[config.mk]
export PLATFORM = sky130hd
export DESIGN_NAME = regfile_mp
export DESIGN_NICKNAME = d
export VERILOG_FILES = /design/src/rtl/regfile_mp.sv
export SDC_FILE = /design/constraint.sdc
export NUM_CORES = 2
export LEC_CHECK = 0
export CAP_MARGIN = 25
export CELL_PAD_IN_SITES_DETAIL_PLACEMENT = 0
export CELL_PAD_IN_SITES_GLOBAL_PLACEMENT = 1
export CORE_MARGIN = 4
export CORE_UTILIZATION = 55
export CTS_CLUSTER_SIZE = 28
export DETAILED_ROUTE_END_ITERATION = 8
export DONT_BUFFER_PORTS = 1
export PLACE_DENSITY = 0.92
export SLEW_MARGIN = 5
export SYNTH_ARGS = -nofsm -noshare
export SYNTH_HDL_FRONTEND = slang
export SYNTH_SLANG_ARGS = --single-unit
[constraint.sdc]
create_clock -name clk -period 4.9 [get_ports clk]
set_input_delay 0.735 -clock clk [delete_from_list [all_inputs] [get_ports clk]]
set_output_delay 0.735 -clock clk [all_outputs]
set_load 0.03 [all_outputs]
[src/rtl/regfile_mp.sv]
// Multi-read-port integer register file with optional write->read bypass and a
// pending-write scoreboard used by ID for hazard stalls.
module regfile_mp #(
    parameter int XLEN     = 32,
    parameter int NREGS    = 32,
    parameter int NRD      = 2,
    parameter int BYPASS   = 1,
    parameter int ZERO_REG = 1,
    localparam int AW      = (NREGS > 1) ? $clog2(NREGS) : 1
) (
    input  logic                clk,
    input  logic                rst,
    input  logic                we,
    input  logic [AW-1:0]       wa,
    input  logic [XLEN-1:0]     wd,
    input  logic [NRD*AW-1:0]   ra,
    output logic [NRD*XLEN-1:0] rd,
    input  logic                busy_set,
    input  logic [AW-1:0]       busy_addr,
    output logic [NRD-1:0]      busy
);

    logic [XLEN-1:0]  regs [NREGS];
    logic [NREGS-1:0] pending;
    logic [AW-1:0]    ra_w [NRD];

    // Register 0 is hard-wired when ZERO_REG is set, so it is never a legal target.
    function automatic logic addr_valid(input logic [AW-1:0] a);
        return (int'(a) < NREGS) && !((ZERO_REG != 0) && (a == '0));
    endfunction

    for (genvar g = 0; g < NRD; g++) begin : g_ra
        assign ra_w[g] = ra[g*AW +: AW];
    end

    always_ff @(posedge clk) begin
        if (!rst) begin
            // NOTE: the whole array is cleared on reset, so it maps to flops rather than a RAM macro.
            for (int i = 0; i < NREGS; i++) begin
                regs[i] <= '0;
            end
            pending <= '0;
        end else begin
            if (we && addr_valid(wa)) begin
                regs[wa]    <= wd;
                pending[wa] <= 1'b0;
            end
            // NOTE: with non-blocking assignments the last one in program order wins,
            // which is how a same-cycle issue overrides the writeback clear.
            if (busy_set && addr_valid(busy_addr)) begin
                pending[busy_addr] <= 1'b1;
            end
        end
    end

    always_comb begin
        // NOTE: defaults first so no path through the block leaves an output unassigned (no latch).
        rd   = '0;
        busy = '0;
        if (rst) begin
            for (int i = 0; i < NRD; i++) begin
                if (addr_valid(ra_w[i])) begin
                    if ((BYPASS != 0) && we && (wa == ra_w[i])) begin
                        rd[i*XLEN +: XLEN] = wd;
                        busy[i]            = 1'b0;
                    end else begin
                        rd[i*XLEN +: XLEN] = regs[ra_w[i]];
                        busy[i]            = pending[ra_w[i]];
                    end
                end
            end
        end
    end

endmodule

==> impl_metrics.yaml <==
logic_synthesis:
  yosysMostFrequentCell: "edfxtp_1"
  netlist_instances: 4060
  avgSynthCellArea_um2: 14.1
  synth_area_um2: 57200
  synthTopCellsByArea: "edfxtp_1, mux4_2, and2_1"
  synthTopCellsByCount: "edfxtp_1, and2_1, mux4_2, mux2i_1, clkbuf_1"
  ys_warn_count: 0
  ys_ff_latch: 1056
  ys_seq_area_share_pct: 54.9
  synth_top_area_share_pct: 53.8
  synth-edff-count: 1024
  synth_cell_types: 50
  ys_async_sr_fraction_pct: 0
  synth-main-ff-cell: "edfxtp_1"
  yosysTopAreaCell: "edfxtp_1"
job:
  cap_violations: 0
status:
  status: "finished with violations"
  failed_checks: "slew limit"
routing:
  drt-total-wl_mm: 181
  first_pass_iters: 8
  drtIter0Drc: 5356
  wl_per_cell_um: 33.7
  postRouteAntennaNets: 0
  drc_errors: 0
  vias_per_cell: 6.92
  routed-via-count: 37200
clocking:
  cts_root_buf: "clkbuf_16"
  clkTransAtPathRegs_ns: 0.06
  cts_sinks: 1056
  cts_resized: 0
  cts_tree: "yes"
  clock_tree.buffer_depth: 3
  post_cts_buffers: 0
  cts_buffers: 109
  cts.htree.levels: 3
  cts.hold.buffers_added: 0
  insertion_delay_ns: 0.68
power:
  ir_worst_vdd_mv: 0.327
  power_density_nw_per_um2: 339
  total_power_mw: 21.1
  p_leak_nw: 21.7
worst_setup_path:
  worstPathMaxFanout: 323
  critPathCaptureType: "output port"
  required_ns: 4.16
  path_cells: "mux4_2, mux2i_1, o22ai_1, a211oi_1, o21ai_1, buf_4"
  startpoint_type: "input port"
  crit_path_top_delay_cell: "mux4_2"
  max_stage_delay_ns: 1.06
  worst-setup-path-type: "in2out"
  critPathArrivalTime_ns: 4.07
place:
  post_dp_cell_area_um2: 58500
  place_ws_ns: 0.989
  port_buffers: 0
  hpwl_mm: 108
  gp_congestion: 0.948
  place_inst: 5157
floorplanning:
  coreArea_um2: 103000
  die_area_um2: 109000
  start_util_pct: 55.3
  pin_count: 122
  die_h_um: 330
  die_w_um: 330
  core.rowCount: 118
timing:
  tightest_slew_ns: 1.77
  finalCriticalPeriod_ns: 4.81
  setup-violations-final: 0
  slew-limit-headroom_pct: -17.9
  setup_slack_ns: 0.0933
  hold_viol: 0
  drv_slew: 94
  max_freq_ghz: 0.208
  clock_skew_ns: 0
  setup_tns_ns: 0
  fin_hold_ws_ns: 0.220
  finalCritPeriodShare_pct: 98.1
  rsz0062_at_grt: "no"
finish:
  area_delta_synth_final_pct: 8.62
  nets: 3951
  multi_input_area_um2: 24400
  drive_gt1_share_pct: 18.8
  fill_cells: 7686
  fin_util_pct: 60.1
  layout.cells.non_filler: 5371
  finish.instance_area_um2: 62100
  seqCellArea_um2: 31400
global_route:
  grt_usage_pct: 33.0
  grt_overflow: 0
  grt_pass1_wl_mm: 258
  grt_max_degree: 329
  first_global_vias: 37000
  antenna_found_initial: 10
min_path:
  hold_class: "in2reg"
registers in the layout, summed over array words and instances (netlist names):
| register | count |
|---|---|
| regs | 1024 |
| pending | 32 |
cell usage in the layout, fill, tap and decap left out, drive strengths merged, types with 8 or more instances in the layout:
cell / count
o21ai: 35
and2: 994
edfxtp: 1024
nand3b: 8
nor2: 162
o22ai: 93
a211oi: 125
nand2: 17
a22o: 66
dfxtp: 32
mux2i: 390
nor2b: 71
mux4: 399
clkbuf: 137
nor4: 63
buf: 112
clkinv: 53
conb: 32
nand3: 12
a21oi: 63
bufinv: 9
inv: 32
critical path: cells and delay by family:
family	cells	cell delay, ns
AO/OA/AOI/OAI	3	0.90
multiplexers	2	1.41
buffers and inverters	1	0.21
routing by layer:
metal  vias to the layer above  GRT usage (%)  share of wire [%]
met3                       547           11.0                 14
met1                     18800           42.5                 35
li1                      15100              -                  -
met5                         -              0              0.023
met2                      2742           51.0                 46
met4                         6           15.8                5.8
path summary, 6_finish.rpt:
path | startpoint | end | slack, ns | depth (start not counted)
worst min-delay path | rst | pending[0]$_SDFF_PN0_ | 0.22 | 1
worst max register to register | pending[26]$_SDFF_PN0_ | pending[26]$_SDFF_PN0_ | 4.23 | 2
worst max-delay path | ra[0] | rd[31] | 0.09 | 6
worst min register to register | pending[20]$_SDFF_PN0_ | pending[20]$_SDFF_PN0_ | 0.49 | 2
where the power goes:
group / internal, mW / leakage, nW / switching [mW]
sequential: 10.4 / 10.0 / 0.252
clock: 4.65 / 1.71 / 3.55
combinational: 0.989 / 9.98 / 1.24
total: 16.0 / 21.7 / 5.05
kinds of logic (layout without fill, tap and decap cells):
| family | after synthesis | count (layout) | share of synthesized area, % |
|---|---|---|---|
| other | 1 | 38 | 0.00656 |
| and+or+nand+nor | 1351 | 1351 | 14.0 |
| buffers and inverters | 453 | 347 | 3.61 |
| DFF | 1056 | 1056 | 54.9 |
| xor gates and xnor gates | 10 | 10 | 0.153 |
| AOI/OAI and AO/OA | 399 | 399 | 4.77 |
| muxes | 790 | 790 | 22.6 |
final cells by class:
cell class,count,area share [%]
diodes,6,0.0242
clock buffers,135,4.65
clock inverters,66,0.939
inverters,32,0.193
multi-input cells,2582,39.2
flip-flops and latches,1056,50.5
well taps,1380,2.78
repair buffers,114,1.66
No activity file was read; power rests on OpenSTA's default activity.
